File: src/rtl/riscv_instr_aligner.sv
// Realigns sequential word-aligned fetch words into a stream of 16/32-bit RISC-V
// instructions, tracking the PC of each and handling straddles and halfword redirects.
module riscv_instr_aligner #(
    parameter logic [31:0] RESET_PC = 32'h0000_0000
) (
    input  logic        clk,
    input  logic        rst,
    input  logic        fetch_valid,
    output logic        fetch_ready,
    input  logic [31:0] fetch_data,
    input  logic        flush,
    input  logic [31:0] flush_pc,
    output logic        out_valid,
    input  logic        out_ready,
    output logic [31:0] instr,
    output logic        compressed,
    output logic [31:0] out_pc
);

    logic [15:0] hb_q [0:3];
    logic [15:0] hb_d [0:3];
    logic [2:0]  cnt_q, cnt_d;
    logic [31:0] pc_q, pc_d;
    logic        skip_lo_q, skip_lo_d;

    logic        head_c;
    logic        fire_out, fire_fetch;
    logic [2:0]  consumed, rem;
    logic [15:0] first_hw;

    assign head_c      = (hb_q[0][1:0] != 2'b11);
    assign fetch_ready = (cnt_q <= 3'd2);

    always_comb begin
        out_valid  = ((cnt_q >= 3'd1) && head_c) || (cnt_q >= 3'd2);
        compressed = 1'b0;
        instr      = '0;
        out_pc     = pc_q;
        // Empty buffer presents a clean zero instruction rather than stale halfwords.
        if (cnt_q != 3'd0) begin
            compressed = head_c;
            instr      = head_c ? {16'h0000, hb_q[0]} : {hb_q[1], hb_q[0]};
        end
    end

    assign fire_out   = out_valid && out_ready;
    assign fire_fetch = fetch_valid && fetch_ready;
    assign consumed   = fire_out ? (head_c ? 3'd1 : 3'd2) : 3'd0;
    assign rem        = cnt_q - consumed;
    assign first_hw   = skip_lo_q ? fetch_data[31:16] : fetch_data[15:0];

    always_comb begin
        case (consumed)
            3'd1:    hb_d = '{hb_q[1], hb_q[2], hb_q[3], 16'h0000};
            3'd2:    hb_d = '{hb_q[2], hb_q[3], 16'h0000, 16'h0000};
            default: hb_d = '{hb_q[0], hb_q[1], hb_q[2], hb_q[3]};
        endcase
        cnt_d     = rem;
        pc_d      = pc_q;
        skip_lo_d = skip_lo_q;

        if (fire_out) begin
            pc_d = pc_q + (head_c ? 32'd2 : 32'd4);
        end

        // fetch_ready guarantees rem <= 2 whenever a word is appended.
        if (fire_fetch) begin
            case (rem)
                3'd0:    hb_d[0] = first_hw;
                3'd1:    hb_d[1] = first_hw;
                default: hb_d[2] = first_hw;
            endcase
            if (!skip_lo_q) begin
                case (rem)
                    3'd0:    hb_d[1] = fetch_data[31:16];
                    3'd1:    hb_d[2] = fetch_data[31:16];
                    default: hb_d[3] = fetch_data[31:16];
                endcase
                cnt_d = rem + 3'd2;
            end else begin
                cnt_d = rem + 3'd1;
            end
            skip_lo_d = 1'b0;
        end

        if (flush) begin
            cnt_d     = '0;
            pc_d      = flush_pc & ~32'h0000_0001;
            skip_lo_d = flush_pc[1];
        end
    end

    always_ff @(posedge clk) begin
        if (rst) begin
            cnt_q     <= '0;
            pc_q      <= RESET_PC;
            skip_lo_q <= RESET_PC[1];
            hb_q      <= '{16'h0000, 16'h0000, 16'h0000, 16'h0000};
        end else begin
            cnt_q     <= cnt_d;
            pc_q      <= pc_d;
            skip_lo_q <= skip_lo_d;
            hb_q      <= hb_d;
        end
    end

endmodule

File: config.mk
export PLATFORM = sky130hd
export DESIGN_NAME = riscv_instr_aligner
export DESIGN_NICKNAME = d
export VERILOG_FILES = /design/src/rtl/riscv_instr_aligner.sv
export SDC_FILE = /design/constraint.sdc
export NUM_CORES = 1
export LEC_CHECK = 0
export CAP_MARGIN = 20
export CORE_MARGIN = 5
export CORE_UTILIZATION = 40
export DETAILED_ROUTE_END_ITERATION = 8
export PLACE_DENSITY_LB_ADDON = 0.15
export SYNTH_ARGS = -nofsm -noshare
export SYNTH_HDL_FRONTEND = slang
export SYNTH_SLANG_ARGS = --single-unit
File: constraint.sdc
create_clock -name clk -period 4 [get_ports clk]
set_clock_uncertainty 0.2 [all_clocks]
set_input_delay 0.6 -clock clk [delete_from_list [all_inputs] [get_ports clk]]
set_output_delay 0.6 -clock clk [all_outputs]
set_load 0.005 [all_outputs]
Word level (Yosys, flattened, before mapping) --
Cells that the tools add are included.
Cells by class: order comparisons 3, muxes and demuxes 22, $mul 0, bitwise gates (word level) 0, shift operators 0, add/subtract/negate cells 4, reduce and logical (&&, ||, !) cells 10, equality and inequality tests 4, div/mod/pow operators 0
Operators with widths (count):
- 32-bit 2-to-1 mux | 4
- 64-bit one-hot mux with 2 select lines | 1
- 16-bit 2-to-1 mux | 7
- 64-bit 2-to-1 mux | 1
- 48-bit 2-to-1 mux | 1
- 32-bit by 3-bit adder with 32-bit output | 1
- 3-bit 2-to-1 mux | 3
- 2-bit 2-to-1 mux | 2
- 2-bit nonzero test | 2
- 2-bit OR reduction | 2
- 3-bit by 1-bit adder with 3-bit output, second input constant | 1
- 3-bit by 2-bit adder with 3-bit output, second input constant | 1
- 3-bit by 1-bit equality test with 1-bit output, second input constant | 1
- 3-bit by 1-bit greater-or-equal comparator with 1-bit output, second input constant | 1
- 3-bit by 2-bit greater-or-equal comparator with 1-bit output, second input constant | 1
- 3-bit by 2-bit less-or-equal comparator with 1-bit output, second input constant | 1
- 1-bit logical AND | 3
- 3-bit logical NOT | 1
- 1-bit 2-to-1 mux | 3
- 3-bit nonzero test | 1
- 3-bit by 2-bit subtractor with 3-bit output | 1
- 2-bit by 1-bit equality test with 1-bit output, second input constant | 1
- 2-bit equality test, second input constant | 1
- 2-bit != test, second input constant | 1
- 1-bit logical OR | 1
Word-level totals: input bits 69, register bits 100, bits in latches 0, memory bits (writable) 0, word-level logic and storage cells 51, memories 0, output and inout bits 67, memory bits (read-only) 0

Longest topological paths before layout --
word-level depth 12, gate-level depth with buffers 15

Worst setup path after synthesis --
OpenSTA, ideal clock, no wires.
path type flip-flop to flip-flop, start register cnt_q[2], end register hb_q[5] in the netlist's numbering, path slack 0.495 ns, arrival 3.173 ns, path buffers 5, clock period less this slack 3.505 ns, cell stages (with the launch flop) 16, data required time 3.668 ns, cells stage by stage dfxtp_1 > or2_1 > buf_2 > nor2_4 > nor2_1 > buf_2 > buf_2 > ha_1 > fa_1 > ha_1 > o21a_1 > or3_1 > buf_2 > buf_2 > nand3_1 > a21oi_1
On the way: cells in the longest elaborated chain, start to end 11, elaborated cells on any way between the ends 18, classes of those cells add/sub: 1; order compare: 3; eq/ne: 3; mux: 5; reduce/logical: 6
Ends and longest elaborated chain:
- start, declared | line 22 | logic [2:0] cnt_q, cnt_d;
- start signal, assigned | line 100 | cnt_q <= cnt_d;
- 3-bit by 1-bit greater-or-equal comparator with 1-bit output | line 35 | out_valid = ((cnt_q >= 3'd1) && head_c) || (cnt_q >= 3'd2);
- 1-bit logical AND | line 35
- 1-bit logical OR | line 35
- 1-bit logical AND | line 46 | assign fire_out = out_valid && out_ready;
- 2-bit 2-to-1 mux | line 48 | assign consumed = fire_out ? (head_c ? 3'd1 : 3'd2) : 3'd0;
- 3-bit by 2-bit subtractor with 3-bit output | line 49 | assign rem = cnt_q - consumed;
- 3-bit by 1-bit equality test with 1-bit output or 3-bit logical NOT (tied branches) | line 74 | case (rem)
- 2-bit OR reduction (no source line)
- 16-bit 2-to-1 mux | line 74
- 48-bit 2-to-1 mux | line 73 | if (!skip_lo_q) begin
- 64-bit 2-to-1 mux (*) | line 67 | if (fire_fetch) begin
- end signal, assigned | line 98 | hb_q <= '{16'h0000, 16'h0000, 16'h0000, 16'h0000};
- end, declared | line 20 | logic [15:0] hb_q [0:3];
Mark *: on every way between the ends. The rest lies on a longest branch, timed or not. A chain may end at the register's enable or synchronous reset.

Worst setup path after layout --
start register cnt_q[2], end register hb_q[8] in the netlist's numbering
The elaborated chain is that of the path after synthesis.

==> summary.txt <==
Run status
  – Status: finished, final reports clean

Power and ir drop
  – Tot Pwr: 3.07 mW
  – Pleak: 2.65 nW
  – Int Pwr: 2.04 mW
  – VDD IR-drop max: 0.227 mV
  – Gate power share: 31.2%
  – Seq pwr share: 40.9%
  – Switching share of power: 33.6%
  – Clk pwr share: 27.9%
  – Psw: 1.03 mW
  – Power Dens Cells: 420 nW/µm²

Clock network
  – Clock buffer count from CTS: 9
  – Post-CTS Hold Buffers: 0
  – Setup bufs post-CTS: 0
  – Clock Path Buffers: 2
  – Root Driver: clkbuf_16
  – Post_cts resized: 0
  – Sinks on Clock Net: 99
  – CTS tree: yes
  – CTS clk-pin slew, worst paths: 0.07 ns
  – H-tree level count: 3
  – Worst-skew pair later-pin latency: 0.35 ns

Floorplanning
  – Core box area: 13,700 µm²
  – Top-level port count: 136
  – Die area: 16,300 µm²
  – Die Y: 127 µm
  – Chip width: 127 µm
  – Initial Util: 40.2%
  – Rows: 43

Drt
  – Drt pass-1 iters: 8
  – WL/cell: 19.3 µm
  – DR vias/cell: 5.97
  – Routed Antenna Nets: 0
  – DR iter-0 viols: 645
  – DRC violations left: 0
  – WL final: 18,000 µm
  – Routed via count: 5,572

Synth
  – Synth top cells by count: dfxtp_1 (99), nand2_1 (53), a221oi_1 (46), a21oi_1 (38), clkbuf_1 (37)
  – Top post-synthesis cells by area: dfxtp_1 (36%), a221oi_1 (7.3%), mux2i_1 (6.3%), nand2_1 (3.6%), a21oi_1 (3.4%)
  – Area leader, netlist: dfxtp_1
  – Distinct cells, synth: 60
  – Synth Register Bits: 99
  – Synthesized area: 5520 µm²
  – Post-synth ARST share: 0%
  – Sequential share of the synthesized area: 35.9%
  – Synth top area share: 35.9%
  – EDFF count, synth: 0
  – Synthesized area per cell: 8.56 µm²
  – Post-Synthesis Cells: 645
  – Yosys Warn Count: 0
  – Top-count cell post-synth: dfxtp_1
  – Prevailing post-synth register cell: dfxtp_1
  – Synthesized Nets: 722

Global route
  – Antenna violations before repair: 0
  – Maximum number of pins on one net before global-route repair: 78
  – Vias in the first global route: 5,423
  – GRT Util Overall: 21.7%
  – Overflow after GRT: 0
  – First-pass GRT wire length: 28,700 µm

Final layout
  – Layout cell share with drive strength beyond 1: 6.76%
  – Nets: 826
  – Post-route insts no fill: 934
  – Antenna Cells: 0
  – Final Util: 53.2%
  – Post-route cell area: 7300 µm²
  – P&R area growth vs syn: 32.3%

Critical path
  – Worst Path Required: 3.99 ns
  – Crit path max fanout: 16
  – CP max stage delay: 0.63 ns
  – Setup crit start kind: register
  – CP Capture Type: register
  – Cell family with most CP delay: simple AND/OR/NAND/NOR gates
  – Worst path slowest cell: or3_1
  – WP buf/inv: 0
  – Worst EP arrival: 3.41 ns
  – Cell chain of the critical path: or2_1 > nor2_4 > nor2_4 > ha_1 > fa_1 > ha_1 > o21a_1 > or3_1 > nand3_1 > a21oi_1
  – Kind of critical path: register to register

STA
  – Slew at the pin with the worst max-slew slack: 0.937 ns
  – Worst slew margin: 37.6%
  – Post-route minimum period: 3.42 ns
  – Final number of setup-violating endpoints: 0
  – Setup TNS: 0 ns
  – Hold Vio Cnt, Final: 0
  – FMAX: 0.292 GHz
  – Period Utilization, post-route: 85.5%
  – WHS: 0.268 ns
  – Max-slew violations: 0
  – Unrepaired setup endpoints after global routing: false
  – Final WS setup: 0.579 ns

Flow run
  – # Max-Cap Violations: 0

Placed design
  – PortBufs: 133
  – Dpl hpwl: 11,500 µm
  – GPL Wtd Cong: 0.825
  – Placed cells: 918
  – Setup Slack @ Placement: 0.278 ns
  – DP Area: 7020 µm²

Hold path
  – Tightest Hold Check Type: register to register
[worst paths after layout]
kind	startpoint	to	slack [ns]	cells past startpoint
worst max-delay path	cnt_q[2]	hb_q[8]	0.58	10
worst min-delay path	hb_q[57]	hb_q[57]	0.27	2
worst max register to register	cnt_q[2]	hb_q[8]	0.58	10
worst min register to register	hb_q[57]	hb_q[57]	0.27	2
[sequential cells by signal, indices dropped and copies added, names as in the netlist]
name and flops:
hb_q 64, out_pc 31, cnt_q 3, skip_lo_q 1
[power by group through the flow]
stage	registers, mW	logic, mW	clock network (mW)
6_report	1.25	0.956	0.856
3_3_place_gp	1.26	0.924	0
4_1_cts	1.25	0.956	0.873
3_5_place_dp	1.27	0.952	0
2_1_floorplan	1.24	0.588	0
5_1_grt	1.27	1.04	0.923
[cell type report]
type                       count  area (µm²)
clock buffer                  11         253
clock inverter                 5        35.0
fill                        1301        6410
inverter                      29         109
multi-input combinational    459        3210
sequential                    99        1980
tap                          180         225
timing repair buffer         151        1490
[cell families after synthesis]
logic type | after synthesis | share of synthesized area (%)
AOI/OAI and AO/OA | 198 | 26.7
and+or+nand+nor | 192 | 18.4
DFF | 99 | 35.9
buffers and inverters | 87 | 6.48
muxes | 36 | 6.55
xor gates and xnor gates | 24 | 3.81
adders and majority gates | 8 | 2.08
other | 1 | 0.0679
[layout by cell type, fill, tap and decap left out, types with 6 or more instances in the layout]
| master | instances |
|---|---|
| o21ai_1 | 9 |
| nor4_1 | 9 |
| inv_1 | 28 |
| buf_4 | 15 |
| and2_1 | 19 |
| nand3_1 | 24 |
| nor2b_1 | 23 |
| a222oi_1 | 16 |
| nand2_1 | 53 |
| a21oi_1 | 37 |
| a22oi_1 | 17 |
| nor3_1 | 11 |
| dfxtp_1 | 99 |
| a211oi_1 | 19 |
| mux2i_1 | 35 |
| a221oi_1 | 46 |
| xnor2_1 | 13 |
| ha_1 | 6 |
| clkdlybuf4s50_1 | 131 |
| clkbuf_16 | 9 |
| o22ai_1 | 16 |
| nor2_1 | 19 |
| o21a_1 | 17 |
| xor2_1 | 11 |
[per-layer routing]
metal | part of all wire, % | global-route usage, % | vias to the layer above
met5 | 0 | 0 | -
met4 | 1.7 | 6.06 | 0
met3 | 8.4 | 5.81 | 35
met2 | 47 | 36.6 | 284
met1 | 43 | 27.3 | 2642
li1 | - | - | 2611
[worst min-delay path: cells and delay by family (launching register included)]
kind             cells  cell delay, ns
flip-flops           1            0.31
AO/OA/AOI/OAI        1            0.06
AND/OR/NAND/NOR      1            0.05
No activity file was read; power rests on OpenSTA's default activity.
